File: src/rtl/divider_ctl_pkg.sv
// divider_ctl_pkg
//   Shared definitions for the shift/subtract divider controller:
//   the controller state encoding and the fixed timing constants of one
//   division (iteration count, normal latency, divide-by-zero latency).
package divider_ctl_pkg;

  typedef enum logic [2:0] {
    ST_IDLE    = 3'd0,
    ST_LOAD    = 3'd1,
    ST_CHECK   = 3'd2,
    ST_SHIFT   = 3'd3,
    ST_COMPARE = 3'd4,
    ST_DONE    = 3'd5
  } state_e;

  // Shift/compare/subtract iterations per division; equals the datapath
  // counter modulus.
  localparam int DIV_ITERS = 14;

  // Cycles from the edge that samples start to the DONE cycle.
  localparam int DIV_LATENCY = 31;

  // Same measure on the divide-by-zero shortcut path.
  localparam int DIV_DZ_LATENCY = 3;

endpackage

File: src/rtl/divider_controller.sv
// divider_controller
//   Control FSM sequencing a 10-bit shift/subtract divider datapath.
//   Loads dividend/divisor, runs ITERS shift+compare iteration pairs timed
//   by the datapath's mod-ITERS counter (co), then pulses done and reports
//   divide-by-zero (dz_err) and quotient overflow (ovf_flag).
//
//   Configuration macro: DIVCTL_ZERO_CHECK_EN
//     defined   : a zero divisor aborts in CHECK, sets dz_err, done after 3 cycles
//     undefined : zero_status ignored, dz_err tied 0, always full 31-cycle run
//
//   Ports
//     clk, clr_n        clock (rising edge), asynchronous active-low reset
//     start             request, only sampled while ready
//     greater           datapath status ACC >= B
//     zero_status       datapath status divisor == 0
//     co                counter carry, high while count == ITERS-1
//     overflow          datapath quotient overflow status
//     load_A, shift_A, load_B            dividend/divisor register controls
//     load_ACC, clear_ACC, shift_ACC     accumulator controls
//     clear_Q, shift_Q, q_serial         quotient controls and serial bit
//     load_c, enable_c                   counter preload / count enable
//     ready, done                        idle indicator, completion pulse
//     dz_err, ovf_flag                   status of the last operation
module divider_controller
  import divider_ctl_pkg::*;
#(
  parameter int ITERS = DIV_ITERS
) (
  input  logic clk,
  input  logic clr_n,
  input  logic start,
  input  logic greater,
  input  logic zero_status,
  input  logic co,
  input  logic overflow,
  output logic load_A,
  output logic shift_A,
  output logic load_B,
  output logic load_ACC,
  output logic clear_ACC,
  output logic shift_ACC,
  output logic clear_Q,
  output logic shift_Q,
  output logic q_serial,
  output logic load_c,
  output logic enable_c,
  output logic ready,
  output logic done,
  output logic dz_err,
  output logic ovf_flag
);

  // The iteration count is set by the datapath counter; this controller
  // only follows co, so any other value indicates a mismatched build.
  if (ITERS != DIV_ITERS) begin : g_iters_mismatch
    $error("divider_controller: ITERS must equal the datapath counter modulus");
  end

  state_e state_q, state_d;

  // Moore outputs are registered from the next state so every control pin
  // comes straight from a flop.
  logic load_q;     // LOAD group: load_A/load_B/clear_ACC/clear_Q/load_c
  logic shift_q;    // SHIFT group: shift_A/shift_ACC
  logic cmp_q;      // COMPARE group: shift_Q/enable_c
  logic ready_q;
  logic done_q;
  logic dz_err_q;
  logic ovf_flag_q;

`ifndef DIVCTL_ZERO_CHECK_EN
  // zero_status has no function in this build.
  logic unused_zero_status;
  assign unused_zero_status = zero_status;
`endif

  always_comb begin
    state_d = state_q;
    case (state_q)
      ST_IDLE:    if (start) state_d = ST_LOAD;
      ST_LOAD:    state_d = ST_CHECK;
`ifdef DIVCTL_ZERO_CHECK_EN
      ST_CHECK:   state_d = zero_status ? ST_DONE : ST_SHIFT;
`else
      ST_CHECK:   state_d = ST_SHIFT;
`endif
      ST_SHIFT:   state_d = ST_COMPARE;
      // co is taken in the same cycle enable_c advances the counter, so the
      // last compare is the one that sees count == ITERS-1.
      ST_COMPARE: state_d = co ? ST_DONE : ST_SHIFT;
      ST_DONE:    state_d = ST_IDLE;
      default:    state_d = ST_IDLE;
    endcase
  end

  always_ff @(posedge clk or negedge clr_n) begin
    if (!clr_n) begin
      state_q    <= ST_IDLE;
      load_q     <= 1'b0;
      shift_q    <= 1'b0;
      cmp_q      <= 1'b0;
      ready_q    <= 1'b1;
      done_q     <= 1'b0;
      dz_err_q   <= 1'b0;
      ovf_flag_q <= 1'b0;
    end else begin
      state_q <= state_d;
      load_q  <= (state_d == ST_LOAD);
      shift_q <= (state_d == ST_SHIFT);
      cmp_q   <= (state_d == ST_COMPARE);
      ready_q <= (state_d == ST_IDLE);
      done_q  <= (state_d == ST_DONE);

      // Status flags describe the last operation; an accepted start wipes them.
      if (state_q == ST_IDLE && start) begin
        dz_err_q   <= 1'b0;
        ovf_flag_q <= 1'b0;
      end

`ifdef DIVCTL_ZERO_CHECK_EN
      if (state_q == ST_CHECK && zero_status) begin
        dz_err_q <= 1'b1;
      end
`else
      dz_err_q <= 1'b0;
`endif

      // The aborted path never ran the datapath, so its overflow is meaningless.
      if (state_q == ST_DONE && !dz_err_q) begin
        ovf_flag_q <= overflow;
      end
    end
  end

  assign load_A    = load_q;
  assign load_B    = load_q;
  assign clear_ACC = load_q;
  assign clear_Q   = load_q;
  assign load_c    = load_q;
  assign shift_A   = shift_q;
  assign shift_ACC = shift_q;
  assign shift_Q   = cmp_q;
  assign enable_c  = cmp_q;

  // Quotient bit and conditional subtract follow greater within COMPARE.
  assign q_serial  = cmp_q & greater;
  assign load_ACC  = cmp_q & greater;

  assign ready     = ready_q;
  assign done      = done_q;
  assign dz_err    = dz_err_q;
  assign ovf_flag  = ovf_flag_q;

endmodule

File: config.mk
export PLATFORM = sky130hd
export DESIGN_NAME = divider_controller
export DESIGN_NICKNAME = d
export VERILOG_FILES = /design/src/rtl/divider_ctl_pkg.sv /design/src/rtl/divider_controller.sv
export SDC_FILE = /design/constraint.sdc
export NUM_CORES = 1
export LEC_CHECK = 0
export ABC_AREA = 0
export CAP_MARGIN = 25
export CORE_MARGIN = 4
export CORE_UTILIZATION = 34
export DETAILED_ROUTE_END_ITERATION = 8
export PLACE_DENSITY = 0.82
export SETUP_SLACK_MARGIN = 0.4
export SLEW_MARGIN = 20
export SYNTH_ARGS = -nofsm -noshare
export SYNTH_HDL_FRONTEND = slang
export SYNTH_SLANG_ARGS = --single-unit
File: constraint.sdc
create_clock -name clk -period 1.1 [get_ports clk]
set_clock_uncertainty 0.1 [all_clocks]
set_input_delay 0.11 -clock clk [delete_from_list [all_inputs] [get_ports clk]]
set_output_delay 0.11 -clock clk [all_outputs]
set_load 0.01 [all_outputs]
== Word level (Yosys, flattened, before mapping) ==
Cells that the tools add are included.
Storage, ports and cells
  bits in writable memories: 0
  bits in read-only memories: 0
  latch bits: 0
  register bits after elaboration: 9
  output and inout bits: 15
  memories: 0
  input port bits: 7
  word-level logic and storage cells: 26
Cells by class
  div/mod/pow operators: 0
  multipliers: 0
  bitwise gates (word level): 1
  shift operators: 0
  muxes and demuxes: 5
  order comparisons: 0
  reduce and logical (&&, ||, !) cells: 4
  equal/unequal tests: 9
  add/sub/neg operators: 0
Operator list (count)
  one-hot mux 3 bit (5 select lines): 1
  equality test 3 bit (second input constant): 4
  equality test 3 x 2 -> 1 bit (second input constant): 3
  equality test 3 x 1 -> 1 bit (second input constant): 2
  logical NOT 3 bit: 2
  2-to-1 mux 3 bit: 2
  2-to-1 mux 1 bit: 2
  nonzero test 2 bit: 1
  bitwise AND 1 bit: 1
  logical AND 1 bit: 1

== Depth between registers and ports, before layout ==
Gate-level depths: netlist of run 1.
  word-level depth: 4
  depth in mapped cells: 4
  mapped depth without buffers: 3

== Least setup slack after synthesis of run 1 ==
OpenSTA, ideal clock, no wires.
  kind: register -> register
  start point: register state_q[2]
  end point: register state_q[2]
  required time: 876 ps
  setup slack: -129 ps
  path buffers: 1
  stages on the path, launching flop included: 5
  data arrival time: 1005 ps
  cells stage by stage: dfrtp_1 buf_6 nor2b_2 and3b_1 or2_1
On the way
  longest elaborated chain between the ends: 2
Ends and longest elaborated chain
  start: declaration: line divider_controller.sv:59  | state_e state_q, state_d;
  start signal: assignment: line divider_controller.sv:107  | state_q <= state_d;
  equality test 3 bit (tied with other cells): line divider_controller.sv:79  | case (state_q)
  one-hot mux 3 bit (5 select lines) (*): line divider_controller.sv:79
  via state_d[2]: line divider_controller.sv:59
Mark *: on every way through the listed nets, which the timed path passes. The rest lies on a longest branch.
A chain may end at the register's enable or synchronous reset.

== Worst setup path in the final report of run 1 ==
  start point: register state_q[2]
  end point: register ready_q (netlist: ready)
On the way
  longest elaborated chain between the ends: 3
Ends and longest elaborated chain
  equality test 3 bit (tied with other cells): line divider_controller.sv:79
  one-hot mux 3 bit (5 select lines) (*): line divider_controller.sv:79
  logical NOT 3 bit (*): line divider_controller.sv:111  | ready_q <= (state_d == ST_IDLE);
  end signal: assignment: line divider_controller.sv:111
  end: declaration: line divider_controller.sv:66  | logic ready_q;
Every way passes the cells marked *; elsewhere a longest branch is shown, timed or not.

==> results of run 1 <==
state kept, by name (all words and copies together) (netlist names):
register and count:
clear_ACC 1, ready 1, state_q 3, done 1
shift_A 1, ovf_flag 1, enable_c 1
report_power, final:
part / internal, mW / switching (mW) / total (mW)
logic: 0.656 / 0.391 / 1.05
clock network: 0.139 / 0.108 / 0.247
registers: 0.485 / 0.181 / 0.666
total: 1.28 / 0.680 / 1.96
timing repair:
| action | 4_1_cts | 5_1_grt |
|---|---|---|
| resized for setup | 74 | 1 |
| cloned | 0 | 0 |
| buffers inserted | 3 | 0 |
| endpoints found under the setup margin | 23 | 23 |
| pin swaps | 4 | 3 |
| hold buffers | 0 | 0 |
layer usage:
metal	track usage	vias up
met2	0.189	17
met1	0.114	177
met3	0.0285	2
met5	0	-
met4	0.127	0
li1	-	172
logic make-up after synthesis:
logic type,Yosys count,synth area share
AO/OA/AOI/OAI,4,0.0548
buffers and inverters,10,0.167
flip-flops,9,0.496
other,1,0.00821
AND/OR/NAND/NOR,17,0.274
worst paths after layout:
check | start | endpoint | slack (ps)
setup reg to reg | state_q[2] | ready | -90
hold / removal | clr_n | done | 50
hold reg to reg | state_q[0] | state_q[0] | 450
max in group asynchronous | clr_n | ready | 530
min in group clk | co | done | 390
setup / recovery | state_q[2] | ready | -90
stage by stage:
step / setup WS [ps] / instances / power, mW / instance area (um2)
floorplan: -86.1 / 41 / 1.26 / 499
CTS: -90.9 / 76 / 1.94 / 701
detailed placement: -344 / 69 / 1.53 / 636
finish: -91.6 / 76 / 1.96 / 707
global placement: -330 / 69 / 1.50 / 636
global route: -129 / 76 / 2.10 / 707
Yosys cell counts:
cell / count / area (um2)
o21ai_0: 2 / 10.0
nor3b_1: 2 / 15.0
and3b_2: 1 / 10.0
dfrtp_1: 8 / 200
nor2_1: 3 / 11.3
or2_1: 1 / 6.26
buf_2: 1 / 5.00
or4_1: 1 / 7.51
and3b_1: 2 / 17.5
dfstp_2: 1 / 26.3
nand2b_1: 1 / 6.26
nor2b_2: 1 / 8.76
nor3_1: 1 / 5.00
buf_6: 1 / 11.3
nor4b_2: 1 / 15.0
a211oi_1: 1 / 7.51
o21bai_1: 1 / 7.51
nor4_2: 1 / 12.5
and2_1: 1 / 6.26
nand2_1: 1 / 3.75
buf_4: 8 / 60.1
conb_1: 1 / 3.75
cell type report:
| cell class | instances | area [um2] | share of cell area |
|---|---|---|---|
| repair buffers | 27 | 254 | 0.359 |
| flip-flops and latches | 9 | 231 | 0.327 |
| multi-input cells | 22 | 178 | 0.251 |
| clock buffers | 4 | 26.3 | 0.0372 |
| well taps | 14 | 17.5 | 0.0248 |
==> flow_summary.ini, run 1 <==
[global_route]
globalRouteTotalUtil = 0.117
first_global_vias = 347
grt-ovfl-total = 0
antenna_found_initial = 0
grt_max_degree = 10
grt_pass1_wl_mm = 1.55

[cts]
cts-root-buf = clkbuf_4
clk_pin_slew_ps = 60
tritoncts = done
htreeDepth = 1
cts_sinks = 9
insertion_delay_ps = 260
cts_buffer_depth = 2
numCtsBuffers = 3

[worst_setup_path]
cp_slowest_cell = or4_1
cp_data_required_time_ps = 1200
crit_buf_inv = 0
slowest_delay_ps = 500
worstPathArrival_ps = 1290
path_cells = or4_1, nand2_1
r2r_cells = 2
start_kind = flip-flop
critical_path.top_delay_family = simple AND/OR/NAND/NOR gates
critical_path_class = flip-flop to flip-flop
cp_max_fo = 8
cp-end-kind = flip-flop
path_depth = 2

[sta]
fmax_mhz = 839
post-route-period-util = 1.08
rsz0062_at_grt = yes
min_period_ps = 1190
finalHoldViolations = 0
setup_viol = 7
setup_tns_ps = -340
final.setup.worst_slack_ps = -91.6
finalHoldWorstSlack_ps = 45.0
slew_viol_final = 0

[route]
drc_errors = 0
final_antenna_net_count = 0
wl_met1_um = 340
wl_um = 948
route.met3.wl_um = 85
drt-pass1-iter-count = 2
highest_layer = met4
wl_met2_um = 500
vias = 368
initialDrtViolationCount = 2
vias_per_cell = 4.84
wire_per_inst_um = 12.5

[floorplanning]
coreArea_um2 = 1190
rows = 12
ios = 22
start_util = 0.385
die_area_um2 = 1990
fp.dieH_um = 44.7
fp.dieW_um = 44.7

[power_and_ir_drop]
ir_drop_uv = 1170
power_leakage_nw = 0.340
p_per_area_nw_per_um2 = 2770

[run_status]
outcome = finished with violations
violations = negative setup slack

[placement]
numPortBuffers = 19
place.gp.congestion = 0.729
hpwl_um = 659

[final_layout]
utilization = 0.596
nets = 70
final_cell_mix = buf_6, clkdlybuf4s50_1, buf_4
nFillCells = 102
drive_gt1_frac = 0.597
antennaDiodeCount = 0
area_growth_pct = 54.8
final_common_cell = buf_6

[synth]
ys_warn_count = 0
synth_nets = 48
syn_avg_cell_area_um2 = 11.1
syn-cell-area_um2 = 457
synth.yosys.seq_area_share = 0.496
ys_types = 22
ys_ff_latch = 9
netlist_instances = 41

[worst_hold_path]
hold_class = input pin to async pin

[job]
maxCapViolations = 0
Note: power is estimated with default switching activity, not from simulation.
==> inputs of run 2 (changes only) <==
--- a/config.mk
+++ b/config.mk
@@ -6,11 +6,11 @@
 export NUM_CORES = 1
 export LEC_CHECK = 0
 export ABC_AREA = 0
-export CAP_MARGIN = 25
 export CORE_MARGIN = 4
 export CORE_UTILIZATION = 34
 export DETAILED_ROUTE_END_ITERATION = 8
 export PLACE_DENSITY = 0.82
+export RECOVER_POWER = 100
 export SETUP_SLACK_MARGIN = 0.4
 export SLEW_MARGIN = 20
 export SYNTH_ARGS = -nofsm -noshare
==> run 2 against run 1 <==
Compared with the run above:
- the run still ends with negative setup slack left
- highest routed layer unchanged
- non-clock buffer count stayed put
- register-to-register slack hardly changed
- first-iteration DRC count stayed put
- critical endpoint is now ovf_flag
- die area stayed put
- clock power hardly changed
- core utilization is 2.6 points lower
==> flow_summary.ini, run 2 (same netlist as run 1, synthesis figures left out) <==
[run_status]
outcome = finished with violations
violations = negative setup slack

[sta]
setup_viol = 8
setup_tns_ps = -378
rsz0062_at_grt = yes
finalHoldViolations = 0
slew_viol_final = 0
finalHoldWorstSlack_ps = 116
fmax_mhz = 834
final.setup.worst_slack_ps = -99.3
min_period_ps = 1200
post-route-period-util = 1.09

[placement]
place_ws_ps = -344
place_area_um2 = 636
numPortBuffers = 19
hpwl_um = 659
place.gp.congestion = 0.729

[worst_setup_path]
cp_data_required_time_ps = 1120
r2r_slack_ps = -100
r2r-end = ovf_flag
r2r_cells = 2
rr_startpoint = state_q[0]
cp_max_fo = 8
start_kind = flip-flop
worstPathArrival_ps = 1220
cp-end-kind = flip-flop
critical_path_class = flip-flop to flip-flop

[global_route]
globalRouteTotalUtil = 0.117
grt_max_degree = 10
first_global_vias = 347
grt_pass1_wl_mm = 1.55
antenna_found_initial = 0
grt-ovfl-total = 0

[final_layout]
final_common_cell = buf_6
final_cell_mix = buf_6, dfrtp_1, clkbuf_1, buf_4
antennaDiodeCount = 0
final_area_um2 = 676
drive_gt1_frac = 0.516
utilization = 0.570
top_register = state_q
area_growth_pct = 47.9
largest_reg_flops = 3
nets = 70
nFillCells = 115

[cts]
insertion_delay_ps = 250
cts-root-buf = clkbuf_4
cts_hold_buf = 0
tritoncts = done
htreeDepth = 1
cts_buffer_depth = 2
numCtsBuffers = 3
cts_sinks = 9
clk_pin_slew_ps = 60

[route]
drc_errors = 0
final_antenna_net_count = 0
wl_um = 963
wire_per_inst_um = 12.7
drt-pass1-iter-count = 2
vias = 368
initialDrtViolationCount = 2
vias_per_cell = 4.84

[power_and_ir_drop]
swShare = 0.358
ir_drop_uv = 1220
seqPwrFrac = 0.348
intPower_mw = 1.21
power_leakage_nw = 0.319
p_sw_uw = 674
power_frac_comb = 0.521
pwr-share-clk = 0.131
p_per_area_nw_per_um2 = 2790

[floorplanning]
rows = 12
fp.dieW_um = 44.7
coreArea_um2 = 1190
die_area_um2 = 1990
ios = 22
start_util = 0.385
fp.dieH_um = 44.7

[worst_hold_path]
hold_class = input pin to async pin

[job]
maxCapViolations = 0
## run 2: cell count changes in the layout (fill, tap and decap cells not counted), sizes merged
cell and delta:
dlygate4sd3 +1, buf -8, clkdlybuf4s50 -1, clkbuf +8
## run 2: worst max path at each step
stage	start	endpoint	slack [ps]
global placement	greater	load_ACC	-330
detailed placement	greater	load_ACC	-340
global route	state_q[2]	state_q[2]	-130
floorplan	state_q[2]	state_q[2]	-90
CTS	state_q[2]	state_q[2]	-90
finish	state_q[0]	ovf_flag	-100
## run 2: layout make-up
type                    count  area [um2]  share of cell area
multi-input cells          22         178               0.263
clock buffers               4        26.3              0.0389
flip-flops and latches      9         230               0.341
well taps                  14        17.5              0.0259
repair buffers             27         224               0.331
## run 2: repair_timing
action | CTS | global route
setup buffers | 3 | 0
pin swaps | 4 | 3
gates resized for setup | 74 | 1
endpoints found under the setup margin | 23 | 23
## run 2: power groups by stage
stage | registers (mW) | clock network [mW] | logic, mW
floorplan | 0.638 | 0 | 0.619
global placement | 0.643 | 0 | 0.853
detailed placement | 0.646 | 0 | 0.879
CTS | 0.659 | 0.261 | 1.02
global route | 0.685 | 0.276 | 1.06
finish | 0.656 | 0.246 | 0.980
## run 2: metrics by stage
stage | instances | power (mW)
floorplan | 41 | 1.26
global placement | 69 | 1.50
detailed placement | 69 | 1.53
CTS | 76 | 1.94
global route | 76 | 2.02
finish | 76 | 1.88
## run 2: worst max-delay path, cell delays in order (launching register included)
cell	delay (ps)
dfrtp_2	460
nor4b_2	410
nor4_2	90
## run 2: layer usage
layer	wire [um]	GRT usage
met1	355	0.114
met2	499	0.189
met3	85	0.0285
met4	22	0.127
met5	0	0
==> inputs of run 3 (changes only) <==
--- a/config.mk
+++ b/config.mk
@@ -9,6 +9,8 @@
 export CORE_MARGIN = 4
 export CORE_UTILIZATION = 34
 export DETAILED_ROUTE_END_ITERATION = 8
+export GPL_ROUTABILITY_DRIVEN = 0
+export HOLD_SLACK_MARGIN = 0.1
 export PLACE_DENSITY = 0.82
 export RECOVER_POWER = 100
 export SETUP_SLACK_MARGIN = 0.4
==> results of run 3 <==
The final DEF is identical to that of run 2; final timing and power are the same.
